==> config.mk <==
export PLATFORM = sky130hd
export DESIGN_NAME = alu_share_arb
export DESIGN_NICKNAME = d
export VERILOG_FILES = /design/src/rtl/alu_share_arb.sv
export SDC_FILE = /design/constraint.sdc
export NUM_CORES = 1
export LEC_CHECK = 0
export BUFFER_PORTS_ARGS = -buffer_cell sky130_fd_sc_hd__buf_2
export CORE_AREA = 2 2 125 127
export CTS_BUF_LIST = sky130_fd_sc_hd__clkbuf_4 sky130_fd_sc_hd__clkbuf_8
export DETAILED_ROUTE_END_ITERATION = 16
export DIE_AREA = 0 0 127 129
export PLACE_DENSITY = 0.57
export SYNTH_ARGS = -nofsm -noshare
export SYNTH_HDL_FRONTEND = slang
export SYNTH_SLANG_ARGS = --single-unit
==> constraint.sdc <==
create_clock -name clk -period 2.8 [get_ports clk]
set_input_delay 0.14 -clock clk [delete_from_list [all_inputs] [get_ports clk]]
set_output_delay 0.14 -clock clk [all_outputs]
set_load 0.005 [all_outputs]
==> src/rtl/alu_share_arb.sv <==
// Round-robin arbiter that shares one external single-cycle ALU between NREQ
// issue ports and returns each result through a one-deep registered response
// slot tagged with the requester id and the request tag.
//
// Handshakes: a transfer happens on a rising edge where valid && ready are both
// high. On the request side, req_ready is one-hot with the grant (or all zero).
// It is combinational from req_valid and rsp_ready, and it never depends on
// req_valid of the same port in a way that would create a loop. On the
// response side, rsp_valid stays high and rsp_* stay stable until rsp_ready is
// seen high. A drain and a new accept on the same edge overwrite the slot, so
// rsp_valid stays high.
module alu_share_arb #(
    parameter int NREQ  = 2,
    parameter int TAG_W = 4,
    localparam int IDW  = (NREQ > 2) ? $clog2(NREQ) : 1
) (
    input  logic                  clk,
    input  logic                  rst,
    input  logic [NREQ-1:0]       req_valid,
    output logic [NREQ-1:0]       req_ready,
    input  logic [4*NREQ-1:0]     req_ctrl,
    input  logic [32*NREQ-1:0]    req_a,
    input  logic [32*NREQ-1:0]    req_b,
    input  logic [TAG_W*NREQ-1:0] req_tag,
    output logic [3:0]            alu_ctrl,
    output logic [31:0]           alu_a,
    output logic [31:0]           alu_b,
    input  logic [31:0]           alu_res,
    input  logic                  alu_br,
    output logic                  rsp_valid,
    input  logic                  rsp_ready,
    output logic [IDW-1:0]        rsp_id,
    output logic [TAG_W-1:0]      rsp_tag,
    output logic [31:0]           rsp_result,
    output logic                  rsp_br,
    output logic [31:0]           busy_cnt
);

    logic             free;
    logic             gnt_any;
    logic             accept;
    logic [IDW-1:0]   gnt_id;
    logic [IDW-1:0]   last_q;
    logic [IDW:0]     cand;
    logic [TAG_W-1:0] gnt_tag;

    // Slot can take a new op when empty or being drained this cycle.
    assign free   = !rsp_valid || rsp_ready;
    assign accept = free && gnt_any;

    // Round-robin search starting one past the last accepted port, with wrap.
    always_comb begin
        gnt_any = 1'b0;
        gnt_id  = '0;
        cand    = '0;
        for (int k = 1; k <= NREQ; k++) begin
            cand = {1'b0, last_q} + (IDW+1)'(k);
            if (cand >= (IDW+1)'(NREQ)) begin
                cand = cand - (IDW+1)'(NREQ);
            end
            if (!gnt_any && req_valid[cand[IDW-1:0]]) begin
                gnt_any = 1'b1;
                gnt_id  = cand[IDW-1:0];
            end
        end
    end

    // One-hot ready plus operand steering; everything is zero without an accept.
    always_comb begin
        req_ready = '0;
        alu_ctrl  = '0;
        alu_a     = '0;
        alu_b     = '0;
        gnt_tag   = '0;
        for (int i = 0; i < NREQ; i++) begin
            if (accept && gnt_id == IDW'(i)) begin
                req_ready[i] = 1'b1;
                alu_ctrl     = req_ctrl[i*4 +: 4];
                alu_a        = req_a[i*32 +: 32];
                alu_b        = req_b[i*32 +: 32];
                gnt_tag      = req_tag[i*TAG_W +: TAG_W];
            end
        end
    end

    // Response slot, round-robin pointer and accept counter.
    always_ff @(posedge clk or posedge rst) begin
        if (rst) begin
            rsp_valid  <= 1'b0;
            rsp_id     <= '0;
            rsp_tag    <= '0;
            rsp_result <= '0;
            rsp_br     <= 1'b0;
            busy_cnt   <= '0;
            last_q     <= IDW'(NREQ - 1);
        end else begin
            if (accept) begin
                rsp_valid  <= 1'b1;
                rsp_id     <= gnt_id;
                rsp_tag    <= gnt_tag;
                rsp_result <= alu_res;
                rsp_br     <= alu_br;
                last_q     <= gnt_id;
                busy_cnt   <= busy_cnt + 32'd1;
            end else if (rsp_ready) begin
                // Data fields keep their last values after a drain.
                rsp_valid <= 1'b0;
            end
        end
    end

endmodule

==> metrics.txt <==
status=finished, violations left; violations in the final reports=DRC; CTS max path bufs=2; Area after DPL=0.00558 sq mm; Nets=932; number of flops mapped to enable cells by yosys=0; M3 GR Usage=0.0304; initial antenna violation count=0; Sw Pwr=900 uW; largest net degree at the start of global routing=42; final hold slack=0.0193 ns; DR pass1 iterations=10; # Max-Cap Violations=0; Hold Vio Cnt, Final=0; Critical Path End Type=output port; routability cong.=0.788; post-synthesis sequential area ratio=0.499; Avg Cell Area, Syn=9.48 sq um; r2r worst-path depth=5; YS warnings=0; Design Area, Final=0.00618 sq mm; number of buffers created by CTS=9; top-count cell post-synth=nand2_1; type of the worst min-delay path=primary input to register; Comb pwr share=0.276; Sw Ratio=0.298; post-route insts no fill=942; core area=0.0150 sq mm; Total Wirelength=14300 um; CTS tree=yes; drt wl/cell=15.2 um; power share of the sequential group=0.418; Placed Cells=888; critical path class=register to output port; Synth Flop Type=dfrtp_1; synthesized cell area=0.00361 sq mm; top cells by count, synth=nand2_1, dfrtp_1, a22o_1, clkbuf_1, xnor2_1; ANT cells=0; worst-path maximum fanout=30; Iteration-0 DRC Markers=171; number of hold buffers added after CTS=38; Vias/cell=4.54; Most Used Layer, Global Route=met2; initial core utilization=0.241; vias in the first global route=4293; Die ar.=0.0164 sq mm; Final Critical Period=2.30 ns; Post-CTS Setup Repair Bufs=0; fmax=0.434 GHz; Worst R2R Setup Slack=0.59 ns; Clock Sinks=72; Clock Latency Late Sink=0.35 ns; setup violators final=0; distinct cell type count after synthesis=27; Power per Cell Area=490 mW/mm^2; CP Launch Type=register; root buf cell=clkbuf_8; RSZ-0062 raised after global routing=no; met2 GRT Util=0.284; Post-Syn Nets=564; worst r2r src=busy_cnt[3]; number of H-tree levels=3; setup TNS=0 ns; ys async rst share=1.00; Clock power frac=0.306; grt ovf=0; Vias=4278; CP required=2.66 ns; CP arrival=2.16 ns; Worst-Margin Slew=0.711 ns; period utilization=0.822; synthesis-to-layout area growth=71.0%; Endpoint, Worst Hold=rsp_tag[3]; largest cells by area after synthesis=dfrtp_1, a22o_1, nand2_1; clk slew on worst S/H paths=0.08 ns; Slew HR=0.525; I/O pin total=323; Critical Path Start=rsp_valid; residual DRC count=1; WHS Path Cells=3; flops & latches, synth=72; hold path start=req_tag[7]; Worst Clk Skew=0.00782 ns; worst setup margin=0.498 ns; die height=129 um; area leader, netlist=dfrtp_1; met1 Resource Use GR=0.220; gr usage total=0.167; HPWL Detailed=11200 um; cell leakage power=0.00358 uW; Pins Over Slew Limit=0; post-route ant nets=0; share of layout cells above drive strength 1=0.487; CTS resizes=0; first-pass GRT wire length=21600 um; IO buf count=322; Internal Power=2120 uW; dpl ws=0.585 ns; Die W=127 um; post-synthesis instance total=381; cell row count=45; Worst R2R End=busy_cnt[26]; peak supply drop=0.251 mV; Yosys top cell area share=0.492
==> metal layers <==
| metal | vias up | routed length (um) | part of all wire |
|---|---|---|---|
| met5 | - | 0 | 0 |
| met4 | 0 | 213 | 0.015 |
| met3 | 18 | 936 | 0.065 |
| met2 | 181 | 7250 | 0.51 |
| met1 | 2001 | 5930 | 0.41 |
| li1 | 2078 | - | - |
==> cell usage in the layout (no fill, tap or decap), types with 4 or more instances in the layout <==
cell and n:
inv_1 6, dfrtp_1 71, a222oi_1 4, nor2_1 11, dlygate4sd3_1 38, nand2_1 117
nor3_1 6, xnor2_1 19, a22o_1 68, nand3_1 10, and3_1 7, xor2_1 12
buf_2 322, clkbuf_8 9, nand4_1 10, buf_4 19
==> worst max-delay path by stage <==
stage / endpoint
2_1_floorplan: busy_cnt[26]
3_3_place_gp: busy_cnt[26]
3_5_place_dp: busy_cnt[26]
4_1_cts: alu_a[17]
5_1_grt: alu_a[24]
6_report: alu_a[24]
==> cells by family after synthesis <==
kind of cell,after synthesis,share of synthesized area
buffers and inverters,31,0.0326
AO/OA/AOI/OAI,76,0.183
adder cells (fa/ha/maj),1,0.00346
flip-flops,72,0.499
AND/OR/NAND/NOR,170,0.207
XOR/XNOR,31,0.0752
==> power groups by stage <==
stage               sequential (uW)  combinational [uW]  clock (uW)
finish                         1260                 833         925
global route                   1280                 927         998
global placement               1270                 810           0
detailed placement             1280                 803           0
CTS                            1260                 847         965
floorplan                      1280                 318           0
==> flip-flops by register name, summed over array words and instances (netlist names) <==
name        count
busy_cnt       32
last_q          1
rsp_br          1
rsp_id          1
rsp_result     32
rsp_tag         4
rsp_valid       1
==> metrics by stage <==
stage / total power [uW] / utilization
global placement: 2080 / 0.372
finish: 3020 / 0.412
global route: 3210 / 0.412
CTS: 3080 / 0.412
detailed placement: 2090 / 0.372
floorplan: 1600 / -
==> area by class of cell <==
class                   count  area, sq um
clock buffers              11          139
clock inverters             5         81.3
fillers                  1537         8800
inverters                   7         26.3
multi-input cells         278         1720
flip-flops and latches     72         1800
well taps                 188          235
repair buffers            381         2170
==> critical path, stage by stage (launching register included) <==
cell	delay, ns
dfrtp_1	0.40
nand2b_1	0.16
and3_2	0.62
buf_4	0.30
a22o_1	0.19
buf_2	0.12
Note: power is estimated with default switching activity, not from simulation.
